## src/rtl/vga_timing_pkg.sv

```systemverilog
// -----------------------------------------------------------------------------
// vga_timing_pkg
// Shared constants for the VGA raster timing stage: default 640x480@60 porch
// and sync widths, derived totals, counter width, the default sync polarity,
// and a helper that maps a logical "sync asserted" flag to a pin level.
// -----------------------------------------------------------------------------
package vga_timing_pkg;

  localparam int CNT_W = 10;
  localparam int MAX_TOTAL = 1 << CNT_W;
  localparam int MAX_V_ACTIVE = 512;

  localparam int DEF_H_ACTIVE = 640;
  localparam int DEF_H_FP = 16;
  localparam int DEF_H_SYNC = 96;
  localparam int DEF_H_BP = 48;
  localparam int DEF_H_TOTAL = DEF_H_ACTIVE + DEF_H_FP + DEF_H_SYNC + DEF_H_BP;

  localparam int DEF_V_ACTIVE = 480;
  localparam int DEF_V_FP = 10;
  localparam int DEF_V_SYNC = 2;
  localparam int DEF_V_BP = 33;
  localparam int DEF_V_TOTAL = DEF_V_ACTIVE + DEF_V_FP + DEF_V_SYNC + DEF_V_BP;

  localparam int DEF_SYNC_ACTIVE_HIGH = 0;
  localparam int DEF_SYNC_DELAY = 2;

  // Pin level for a sync signal given whether it is logically asserted.
  function automatic logic sync_level(input logic asserted, input int active_high);
    return (active_high != 0) ? asserted : ~asserted;
  endfunction

endpackage

```

## src/rtl/vga_timing_gen_sync_delay_line.sv

```systemverilog
// -----------------------------------------------------------------------------
// sync_delay_line
// DEPTH-stage clock-enabled shift register used to align sync/active flags
// with the downstream fetch latency. DEPTH=0 is a pure combinational bypass.
// Ports:
//   clk   - system clock
//   rst_n - synchronous active-low reset; every stage loads RST_VAL
//   ce    - shift enable
//   din   - WIDTH-bit input word
//   dout  - din delayed by DEPTH enabled cycles
// -----------------------------------------------------------------------------
module sync_delay_line #(
  parameter int WIDTH = 3,
  parameter int DEPTH = 2,
  parameter logic [WIDTH-1:0] RST_VAL = '0
) (
  input  logic             clk,
  input  logic             rst_n,
  input  logic             ce,
  input  logic [WIDTH-1:0] din,
  output logic [WIDTH-1:0] dout
);

  if (DEPTH == 0) begin : g_bypass
    // Clock, reset and enable have no function without any stages.
    logic unused_ctrl;
    assign unused_ctrl = ^{clk, rst_n, ce};
    assign dout = din;
  end else begin : g_shift
    logic [WIDTH-1:0] stage_p [DEPTH];

    always_ff @(posedge clk) begin
      if (!rst_n) begin
        for (int i = 0; i < DEPTH; i++) stage_p[i] <= RST_VAL;
      end else if (ce) begin
        stage_p[0] <= din;
        for (int i = 1; i < DEPTH; i++) stage_p[i] <= stage_p[i-1];
      end
    end

    assign dout = stage_p[DEPTH-1];
  end

endmodule

```

## src/rtl/vga_timing_gen.sv

```systemverilog
// -----------------------------------------------------------------------------
// vga_timing_gen
// Raster timing for the text-mode pixel pipeline: horizontal/vertical
// counters, sync pulses, active-video flag and pixel position, all registered
// one cycle after the counter state. A delayed copy of {hsync, vsync, active}
// matches the character/colour fetch latency so RGB and syncs reach the DAC
// together.
// Ports:
//   clk, rst_n             - clock, synchronous active-low reset
//   pix_ce                 - pixel clock enable; state advances only when 1
//   posx[9:0], posy[8:0]   - pixel position, 0 outside the visible area
//   active                 - visible pixel flag
//   hsync, vsync           - syncs at SYNC_ACTIVE_HIGH polarity
//   line_start/frame_start - one pix_ce-cycle pulses at h=0 / (h=0, v=0)
//   hsync_d/vsync_d/active_d - copies delayed SYNC_DELAY pix_ce cycles
// -----------------------------------------------------------------------------
module vga_timing_gen
  import vga_timing_pkg::*;
#(
  parameter int H_ACTIVE = DEF_H_ACTIVE,
  parameter int H_FP = DEF_H_FP,
  parameter int H_SYNC = DEF_H_SYNC,
  parameter int H_BP = DEF_H_BP,
  parameter int V_ACTIVE = DEF_V_ACTIVE,
  parameter int V_FP = DEF_V_FP,
  parameter int V_SYNC = DEF_V_SYNC,
  parameter int V_BP = DEF_V_BP,
  parameter int SYNC_ACTIVE_HIGH = DEF_SYNC_ACTIVE_HIGH,
  parameter int SYNC_DELAY = DEF_SYNC_DELAY
) (
  input  logic       clk,
  input  logic       rst_n,
  input  logic       pix_ce,
  output logic [9:0] posx,
  output logic [8:0] posy,
  output logic       active,
  output logic       hsync,
  output logic       vsync,
  output logic       line_start,
  output logic       frame_start,
  output logic       hsync_d,
  output logic       vsync_d,
  output logic       active_d
);

  localparam int H_TOTAL = H_ACTIVE + H_FP + H_SYNC + H_BP;
  localparam int V_TOTAL = V_ACTIVE + V_FP + V_SYNC + V_BP;
  localparam int H_SYNC_START = H_ACTIVE + H_FP;
  localparam int H_SYNC_END = H_SYNC_START + H_SYNC;
  localparam int V_SYNC_START = V_ACTIVE + V_FP;
  localparam int V_SYNC_END = V_SYNC_START + V_SYNC;
  localparam logic [CNT_W-1:0] H_LAST = CNT_W'(H_TOTAL - 1);
  localparam logic [CNT_W-1:0] V_LAST = CNT_W'(V_TOTAL - 1);
  localparam logic SYNC_OFF = sync_level(1'b0, SYNC_ACTIVE_HIGH);

  if (H_TOTAL > MAX_TOTAL || V_TOTAL > MAX_TOTAL || V_ACTIVE > MAX_V_ACTIVE ||
      SYNC_DELAY < 0 || SYNC_DELAY > 15) begin : g_param_check
    $error("vga_timing_gen: timing parameters out of range");
  end

  logic [CNT_W-1:0] h_cnt, v_cnt;
  logic             h_vis, v_vis, h_sync_win, v_sync_win, h_wrap;

  assign h_vis      = int'(h_cnt) < H_ACTIVE;
  assign v_vis      = int'(v_cnt) < V_ACTIVE;
  assign h_sync_win = (int'(h_cnt) >= H_SYNC_START) && (int'(h_cnt) < H_SYNC_END);
  // Decoded from v_cnt alone, so vsync only changes when v_cnt does (h=0).
  assign v_sync_win = (int'(v_cnt) >= V_SYNC_START) && (int'(v_cnt) < V_SYNC_END);
  assign h_wrap     = (h_cnt == H_LAST);

  // ---- stage p0: counters -> registered raster outputs ----
  always_ff @(posedge clk) begin
    if (!rst_n) begin
      h_cnt       <= '0;
      v_cnt       <= '0;
      posx        <= '0;
      posy        <= '0;
      active      <= 1'b0;
      hsync       <= SYNC_OFF;
      vsync       <= SYNC_OFF;
      line_start  <= 1'b0;
      frame_start <= 1'b0;
    end else if (pix_ce) begin
      active      <= h_vis && v_vis;
      posx        <= h_vis ? h_cnt : '0;
      posy        <= v_vis ? v_cnt[8:0] : '0;
      hsync       <= sync_level(h_sync_win, SYNC_ACTIVE_HIGH);
      vsync       <= sync_level(v_sync_win, SYNC_ACTIVE_HIGH);
      line_start  <= (h_cnt == '0);
      frame_start <= (h_cnt == '0) && (v_cnt == '0);
      if (h_wrap) begin
        h_cnt <= '0;
        v_cnt <= (v_cnt == V_LAST) ? '0 : v_cnt + CNT_W'(1);
      end else begin
        h_cnt <= h_cnt + CNT_W'(1);
      end
    end
  end

  // ---- stage p1..pN: fetch-latency alignment of {hsync, vsync, active} ----
  logic [2:0] flags_d;

  sync_delay_line #(
    .WIDTH   (3),
    .DEPTH   (SYNC_DELAY),
    .RST_VAL ({SYNC_OFF, SYNC_OFF, 1'b0})
  ) u_sync_delay (
    .clk   (clk),
    .rst_n (rst_n),
    .ce    (pix_ce),
    .din   ({hsync, vsync, active}),
    .dout  (flags_d)
  );

  assign {hsync_d, vsync_d, active_d} = flags_d;

endmodule

```

## config.mk

```make
export PLATFORM = sky130hd
export DESIGN_NAME = vga_timing_gen
export DESIGN_NICKNAME = d
export VERILOG_FILES = /design/src/rtl/vga_timing_pkg.sv /design/src/rtl/vga_timing_gen_sync_delay_line.sv /design/src/rtl/vga_timing_gen.sv
export SDC_FILE = /design/constraint.sdc
export NUM_CORES = 1
export LEC_CHECK = 0
export ABC_AREA = 1
export CORE_ASPECT_RATIO = 1.5
export CORE_MARGIN = 5
export CORE_UTILIZATION = 25
export CTS_BUF_LIST = sky130_fd_sc_hd__clkbuf_4 sky130_fd_sc_hd__clkbuf_8
export CTS_CLUSTER_SIZE = 14
export DETAILED_ROUTE_END_ITERATION = 10
export PLACE_DENSITY_LB_ADDON = 0.05
export SKIP_LAST_GASP = 1
export SLEW_MARGIN = 5
export SYNTH_ARGS = -nofsm -noshare
export SYNTH_HDL_FRONTEND = slang
export SYNTH_SLANG_ARGS = --single-unit
```

## constraint.sdc

```tcl
create_clock -name clk -period 2.5 [get_ports clk]
set_input_delay 0.375 -clock clk [delete_from_list [all_inputs] [get_ports clk]]
set_output_delay 0.375 -clock clk [all_outputs]
set_load 0.01 [all_outputs]
```

==> parameters.txt <==
Parameter                              Value

Cells and area
  Area used by multi-input combinational logic ... 1030 sq um
  Final #Nets ... 340
  Filler instances ... 975
  Ratio of cells with drive above 1 in the final layout ... 8.98%
  Non-filler instance count after layout ... 444
  Area Growth Syn to Fin ... 23.3%
  Final design instance area without fill ... 2800 sq um
  Antenna diode count ... 0
  Total area of sequential cells ... 1060 sq um

Logic synthesis
  Top cells by area, synth ... sky130_fd_sc_hd__dfxtp_1, sky130_fd_sc_hd__nand2_1, sky130_fd_sc_hd__edfxtp_1
  Most common flop cell mapped by yosys ... sky130_fd_sc_hd__dfxtp_1
  Avg Synthesized Cell Area ... 7.54 sq um
  Proportion of synthesized chip area in sequential cells ... 46.7%
  Area fraction of the dominant cell type after synthesis ... 38.8%
  Post-synth ARST share ... 0%
  Synth Instances ... 301
  Syn. warnings ... 0
  Synthesized net count ... 308
  Count of state elements after synthesis ... 50
  Post-synthesis cell type with the largest combined area ... sky130_fd_sc_hd__dfxtp_1
  Number of enable flip-flop cells after synthesis ... 6
  Commonest cells in the synthesized netlist ... sky130_fd_sc_hd__nand2_1, sky130_fd_sc_hd__dfxtp_1, sky130_fd_sc_hd__inv_1, sky130_fd_sc_hd__nor2_1, sky130_fd_sc_hd__nand3_1
  Synthesized area ... 2270 sq um
  Number of distinct standard cells referenced by the synthesized netlist ... 34
  Dominant cell by count in the synthesized netlist ... sky130_fd_sc_hd__nand2_1

STA
  Max_slew headroom ... 52.1%
  Final setup TNS ... 0 ps
  Endpoints failing setup ... 0
  Final clock skew ... 8.48 ps
  Setup ws final ... 765 ps
  Max Clock Freq ... 0.577 GHz
  Hold Violations, Final ... 0
  Number of pins with negative max-slew slack in the final report ... 0
  RSZ-0062 raised after global routing ... no
  Transition time of the tightest slew-check pin ... 716 ps
  Shortest period the worst path allows ... 1730 ps
  Final worst-path cycle share ... 69.4%

Hold path
  Hold_sp ... posy[0]$_SDFFE_PN0P_
  Worst Hold Depth ... 2
  Worst hold-check path type ... flop to flop
  Worst min-delay path endpoint ... posy[0]$_SDFFE_PN0P_

Route
  Drt first pass iters ... 4
  Initial DRC count ... 78
  Vias ... 2032
  Routed via count divided by cell count ... 4.58
  Wirelength, routed ... 6.34 mm
  Drc violations ... 0
  Antenna-violating nets left ... 0
  Wire per inst ... 14.3 um

Place
  Placement Setup Slack ... 417 ps
  Placed cell areas ... 2690 sq um
  Post-Place Cells ... 436
  Final weighted congestion in routability-driven placement ... 0.791
  HPWL after detailed placement ... 4.88 mm
  Number of buffers added on ports ... 29

CTS
  Num CTS Buffers ... 5
  H-tree lvl count ... 2
  Clock slew at the register clock pins of the worst setup and hold paths ... 100 ps
  Number of buffers added for setup after CTS ... 0
  PostCTS Resize Cnt ... 0
  Clock tree from TritonCTS ... built
  Buffer cell driving the clock tree root ... sky130_fd_sc_hd__clkbuf_8
  Clk Latency, worst-skew pair ... 320 ps
  Hold-fix buffers at CTS ... 0
  Buffer levels on the longest clock path ... 2
  Clock sink count ... 50

GRT
  Global-route usage over all layers ... 12.2%
  Pin count of the biggest net entering global routing ... 22
  Total gr overflow ... 0
  Global-route wire length before repair ... 10.5 mm
  Number of antenna violations at the first check in global routing ... 0
  Number of global-route vias before repair ... 2031

Worst setup path
  Nature of the critical path startpoint ... primary input
  Required time at the worst-slack endpoint ... 2730 ps
  Critical path's largest stage delay ... 600 ps
  Worst EP arrival ... 1970 ps
  Critical path endpoint category ... flop
  Category of the most critical setup path ... primary input to flop
  Critical Path, Cell by Cell ... clkdlybuf4s50_1 > nand2_2 > inv_2 > o211ai_1 > o21ai_0
  R2R Setup Slk ... 870 ps
  Biggest fanout along the worst timing path ... 14
  Worst reg2reg endpoint ... v_cnt[0]$_SDFFE_PN0P_
  Worst Path Buf+Inv ... 2
  Cell family contributing the most delay on the critical path ... buffers and inverters
  Beginning of the worst register-to-register path ... h_cnt[1]$_SDFFE_PN0P_
  Critical path's slowest cell ... sky130_fd_sc_hd__clkdlybuf4s50_1
  Length in cells of the worst reg-to-reg path ... 8

Power
  Maximum resistive drop on vdd ... 0.184 mV
  Static power due to leakage ... 0.00111 uW
  Final total power ... 1500 uW
  PwrDens ... 536 nW/um^2

Floorplanning
  Die ar. ... 11100 sq um
  Core Area ... 8880 sq um
  DIE HEIGHT ... 127 um
  Die Width ... 87.8 um
  Starting density of the core ... 25.6%
  Row count ... 42
  I/O pin count ... 30

Outcome
  Result of the run ... complete, no violations

Flow run
  Number of violations of the max-capacitance limit ... 0
[area by class of cell]
cell class / count / share of cell area, %
clock buffers: 6 / 2.73
clock inverters: 2 / 1.39
inverters: 37 / 5.00
multi-input cells: 207 / 36.9
flip-flops and latches: 50 / 37.9
well taps: 110 / 4.92
repair buffers: 32 / 11.2
[tightest hold or removal path, cell delays in order, from the launching register on]
cell                      delay [ps]
sky130_fd_sc_hd__dfxtp_1         320
sky130_fd_sc_hd__nand2_1          60
sky130_fd_sc_hd__nand2_1          40
[worst max-delay path by stage]
stage,from,cells past startpoint,endpoint
finish,rst_n,5,posx[5]$_SDFFE_PN0P_
global route,rst_n,5,posx[6]$_SDFFE_PN0P_
CTS,rst_n,5,posx[4]$_SDFFE_PN0P_
detailed placement,rst_n,5,posx[4]$_SDFFE_PN0P_
global placement,rst_n,5,posx[1]$_SDFFE_PN0P_
floorplan,h_cnt[0]$_SDFFE_PN0P_,8,v_cnt[9]$_SDFFE_PN0P_
[metal layers]
layer | track usage (%) | share of wire, %
met5 | 0 | 0
met4 | 5.33 | 2.9
met3 | 2.73 | 4.0
met2 | 22.4 | 55
met1 | 13.0 | 38
[kinds of logic after synthesis]
kind of cell    share of synthesized area (%)
xor+xnor                                 1.93
simple gates                             33.1
buf+inv                                  7.77
fa+ha+maj                                2.20
compound gates                           8.32
flops                                    46.7
[flip-flops by register name, indices dropped and copies added, names as in the netlist]
name,cells
line_start,1
vsync,1
hsync,1
active,1
h_cnt,10
frame_start,1
posx,10
v_cnt,10
posy,9
u_sync_delay.g_shift.stage_p,6
[per-stage QoR]
stage	utilization, %	hold slack (ps)
global placement	30.2	439
floorplan	-	474
CTS	31.5	458
detailed placement	30.2	439
global route	31.5	479
finish	31.5	455
[power breakdown]
group          switching (uW)  leakage [uW]  internal, uW
Clock                     287     0.0000588           312
Combinational            44.6      0.000647          27.6
Sequential               7.39      0.000407           822
[cells in the final DEF (no fill, tap or decap)]
cell                              Yosys  layout
sky130_fd_sc_hd__nor3b_1              2       2
sky130_fd_sc_hd__nor4_1               2       2
sky130_fd_sc_hd__o21ai_0             17      17
sky130_fd_sc_hd__inv_2                3       3
sky130_fd_sc_hd__nor3_1               5       5
sky130_fd_sc_hd__a21oi_1             11      11
sky130_fd_sc_hd__nand2_2              4       4
sky130_fd_sc_hd__clkbuf_8             0       5
sky130_fd_sc_hd__o211ai_1             1       1
sky130_fd_sc_hd__bufinv_16            0       1
sky130_fd_sc_hd__nand3_1             23      23
sky130_fd_sc_hd__clkinv_4             0       1
sky130_fd_sc_hd__xnor2_1              1       1
sky130_fd_sc_hd__nand4_4              1       1
sky130_fd_sc_hd__clkdlybuf4s50_1      0      29
sky130_fd_sc_hd__buf_4                1       3
sky130_fd_sc_hd__nand4_1              8       8
sky130_fd_sc_hd__a31oi_1              1       1
sky130_fd_sc_hd__nor2_1              27      27
sky130_fd_sc_hd__xor2_1               4       4
sky130_fd_sc_hd__a21o_1               1       1
sky130_fd_sc_hd__o21ai_1              1       1
sky130_fd_sc_hd__nand4_2              1       1
sky130_fd_sc_hd__dfxtp_1             44      44
sky130_fd_sc_hd__nor2_4               1       1
sky130_fd_sc_hd__or2_2                4       4
sky130_fd_sc_hd__a32o_1               1       1
sky130_fd_sc_hd__nor2_2               3       3
sky130_fd_sc_hd__inv_1               33      33
sky130_fd_sc_hd__nand3_2              1       1
sky130_fd_sc_hd__nand3b_1             1       1
sky130_fd_sc_hd__clkbuf_4             0       1
sky130_fd_sc_hd__ha_1                 4       4
sky130_fd_sc_hd__clkinv_2             1       1
sky130_fd_sc_hd__edfxtp_1             6       6
sky130_fd_sc_hd__o22ai_1              2       2
sky130_fd_sc_hd__nand2_1             80      80
Note: power is estimated with default switching activity, not from simulation.
==> patch 1, RTL diff (config.mk and constraints unchanged) <==
`DEF_SYNC_DELAY`: 2 -> 8.
--- a/src/rtl/vga_timing_pkg.sv
+++ b/src/rtl/vga_timing_pkg.sv
@@ -25,3 +25,3 @@
   localparam int DEF_SYNC_ACTIVE_HIGH = 0;
-  localparam int DEF_SYNC_DELAY = 2;
+  localparam int DEF_SYNC_DELAY = 8;
 
Formal check against the unedited RTL: not equivalent (a bounded check fails within 4 cycles, from zero or initial values and one cycle with rst_n low).
==> patch 1 against the original RTL <==
Worst hold slack improved by 2.8 ps; sequential cell count rose by 18; final area rose by 31%; maximum frequency rose by 3.0%; area after synthesis rose by 32%; synthesized cell count rose by 17%; routed wire length rose by 22%; clock power rose by 54%; first-iteration DRC count rose by 24%; worst setup slack improved by 50 ps; combinational power rose by 33%; via count rose by 16%; total power rose by 46%; non-clock buffer count rose by 5; largest power group unchanged; highest routed layer unchanged.
==> patch 1: results (changes against the original RTL) <==
The flow ran to the end, and the final reports show no timing, DRC or antenna violations. The number of nets in the layout is 395 (+16%), and the portion of the post-synthesis area used by sequential elements is 53.5% (+6.8 points). The largest fanout of any net on the critical path was 3 (-11); the overall routing resource usage was 11.6% (-0.66 points).

The share of cells above drive strength 1 works out to 14.8% (+5.8 points). By area the synthesized netlist is led by sky130_fd_sc_hd__dfxtp_1 (29%), sky130_fd_sc_hd__edfxtp_1 (24%), sky130_fd_sc_hd__nand2_1 (12%), sky130_fd_sc_hd__inv_1 (4.9%), sky130_fd_sc_hd__nand3_1 (4.2%). For the number of buffers inserted during clock tree synthesis, the log shows 9 (+4). Maximum ir drop on the vdd rail: 0.000205 V (+11%). After synthesis, the most frequently instantiated cells are sky130_fd_sc_hd__nand2_1 (92), sky130_fd_sc_hd__dfxtp_1 (44), sky130_fd_sc_hd__inv_1 (39).

The clock transition at the registers of the reported paths is 80 ps (-20 ps). The actual transition at the worst max-transition pin works out to 466 ps (-249 ps). The post-synth net total is 358 (+16%).

For the initial detailed-routing violation count, the log shows 97 (+24%). The wire length on met1 was 3280 um (+35%); the via density per instance was 4.32 (-5.7%). The largest net degree at the start of global routing was 27 (+23%).

The adder-cell share of the synthesized area came out at 1.67% (-0.53 points). The post-synthesis xor/xnor area fraction came out at 1.17% (-0.76 points). The number of placed instances, taps included is 530 (+22%). The logs give 5700 um (+17%) for the detailed placer's ending HPWL and 4120 um (+19%) for the length of routed met2 wiring. The logs give 0.820 (+3.7%) for the global placer's final weighted congestion and 7760 um (+22%) for the final routed wirelength across all metal layers. The number of standard cells after synthesis is 351 (+17%). The tools report the distinct cell type count after synthesis as 33 (-2.9%).

The number of iterations in the first detailed-routing pass came out at 5 (+1).
==> patch 1: final timing paths <==
check	cells after the start	end	from	slack, ps
hold / removal	2	posy[6]$_SDFFE_PN0P_	posy[6]$_SDFFE_PN0P_	460
hold reg to reg	2	posy[6]$_SDFFE_PN0P_	posy[6]$_SDFFE_PN0P_	460
setup reg to reg	8	v_cnt[0]$_SDFFE_PN0P_	h_cnt[0]$_SDFFE_PN0P_	930
setup / recovery	1	active	active$_SDFFE_PN0P_	820
==> patch 1: routing by layer <==
metal | up-vias | track usage, %
li1 | 1218 | -
met1 | 1091 | 12.9
met2 | 39 | 20.7
met3 | 9 | 3.38
met4 | 0 | 4.46
met5 | - | 0
==> patch 1: through the flow <==
step	util (%)	setup WS (ps)	instance area, um^2	power (uW)
2_1_floorplan	-	881	2990	1250
3_3_place_gp	29.2	468	3470	1300
3_5_place_dp	29.2	468	3470	1300
4_1_cts	30.8	768	3670	2240
5_1_grt	30.8	750	3670	2310
6_report	30.8	815	3670	2190
==> patch 1: report_power, final <==
group          switching, uW  internal (uW)
combinational           60.1           35.7
sequential              10.6           1160
clock                    458            465
==> patch 1: layout make-up <==
| type | count | area [um^2] |
|---|---|---|
| flip-flops and latches | 68 | 1600 |
| multi-input cells | 228 | 1150 |
| inverters | 44 | 170 |
| clock buffers | 9 | 124 |
| well taps | 153 | 191 |
| fillers | 1311 | 8230 |
| clock inverters | 7 | 75.1 |
| repair buffers | 37 | 350 |
==> patch 1: kinds of logic (layout without fill, tap and decap cells) <==
logic type,after synthesis,in the layout
compound gates,32,32
xor+xnor,4,4
fa+ha+maj,4,4
buf+inv,55,97
flops,68,68
simple gates,188,188
==> patch 1: worst register-to-register path, delay by kind of cell (launching register included) <==
kind	cells	cell delay, ps
fa+ha+maj	1	250
simple gates	6	750
flops	1	380
buf+inv	1	100
==> patch 2, RTL diff (same flow settings) <==
Without the edit above. Make the reset (`rst_n`) asynchronous in 2 clocked blocks. Comments in the files are not updated.
--- a/src/rtl/vga_timing_gen_sync_delay_line.sv
+++ b/src/rtl/vga_timing_gen_sync_delay_line.sv
@@ -31,3 +31,3 @@
 
-    always_ff @(posedge clk) begin
+    always_ff @(posedge clk or negedge rst_n) begin
       if (!rst_n) begin
--- a/src/rtl/vga_timing_gen.sv
+++ b/src/rtl/vga_timing_gen.sv
@@ -71,3 +71,3 @@
   // ---- stage p0: counters -> registered raster outputs ----
-  always_ff @(posedge clk) begin
+  always_ff @(posedge clk or negedge rst_n) begin
     if (!rst_n) begin
Formal check against the unedited RTL: differs if rst_n is asserted again (counterexample within 4 cycles, from zero or initial values and one cycle with rst_n low); with rst_n held inactive, the same outputs for 10 cycles.
==> patch 2 against the original RTL <==
Count of clock-buffer cells in the layout grew 1; critical endpoint is now v_cnt[2]$_DFFE_PN0P_; worst setup slack lost 69 ps; sequential cell count is the same; area after synthesis grew 4.7%; critical path type is now reg2reg; first-iteration DRC count grew 53%; clock skew is essentially flat; routed wire length grew 2.4%; final area grew 3.3%.
Power is not compared: it rests on default switching activity, and its combinational part moved more than twofold at a synthesized area within 25%.
==> patch 2: results (changes against the original RTL) <==
The run finished with clean final reports. The cell family contributing the most delay on the critical path is simple AND/OR/NAND/NOR gates. The worst clock skew on the final layout is 8.51 ps (+0.0251 ps), and the global placer's final weighted congestion is 0.767 (-3.0%). The startpoint identified for the worst register-to-register timing path is h_cnt[0]$_DFFE_PN0P_. The share of cells above drive strength 1 is 8.81% (-0.18 points), and the data arrival time of the critical path is 2000 ps (+30 ps).

The post-synthesis xor/xnor area fraction is 1.10% (-0.82 points), and the actual transition at the worst max-transition pin is 454 ps (-262 ps). The met1 track demand over resource in global routing was 14.8% (+1.7 points); the sequential share of cell area was 43.5% (+5.6 points). The number of combinational gates with multiple inputs is 181 (-13%), and the wire length on met1 is 2680 um (+10%). The tools report the worst hold slack across all endpoints as 480 ps (+25.6 ps).

The largest fanout of any net on the critical path was 12 (-2); the total of clock buffers placed in the layout was 7 (+1). The run gives 3330 um (-4.1%) as the length of routed met2 wiring. The number of non-clock inverters is 44 (+19%), and the cell area reported after detailed placement is 0.00279 mm^2 (+3.8%). The share of final layout cell area taken by non-clock buffers came out at 11.5% (+0.33 points). The main flop type after synthesis is sky130_fd_sc_hd__dfrtp_1.

The post-synth net total was 290 (-5.8%). The number of nets in the layout was 324 (-4.7%); the non-clock buffer instance count of the final layout was 35 (+9.4%). For the met3 usage, the log shows 2.23% (-0.50 points). By count the netlist is led by sky130_fd_sc_hd__nand2_1 (64), sky130_fd_sc_hd__dfrtp_1 (44), sky130_fd_sc_hd__inv_1 (41). The portion of the post-synthesis area used by sequential elements was 52.9% (+6.2 points). The run gives 2042 (+0.54%) as the number of global-route vias before repair. The first-pass GRT wire length was 10800 um (+3.4%); the distinct cell type count after synthesis was 26 (-24%). The routed wire length per instance came out at 15.1 um (+5.8%). Adder-cell share of the synthesized area: 2.10% (-0.10 points). The worst hold endpoint was u_sync_delay.dout[1]$_DFFE_PN1P_. The initial detailed-routing violation count was 119 (+53%); the final critical path time including I/O delays and setup was 1800 ps (+69.3 ps). Post-synthesis async set-or-reset flop share: 100% (+100 points).
patch 2: cell types whose count changed in the layout (fill, tap and decap cells not counted), moves of 5 or more:
cell,unedited run,this run
sky130_fd_sc_hd__a21oi_1,11,4
sky130_fd_sc_hd__dfrtp_1,0,44
sky130_fd_sc_hd__dfstp_2,0,6
sky130_fd_sc_hd__dfxtp_1,44,0
sky130_fd_sc_hd__edfxtp_1,6,0
sky130_fd_sc_hd__inv_1,33,41
sky130_fd_sc_hd__nand2_1,80,64
sky130_fd_sc_hd__nor2_1,27,19
sky130_fd_sc_hd__o21ai_0,17,36
sky130_fd_sc_hd__o21ai_1,1,6
patch 2: timing repair:
action / 4_1_cts / 5_1_grt
hold buffers: 1 / 0
endpoints found under the hold margin: 13 / 0
endpoints found under the setup margin: 0 / 0
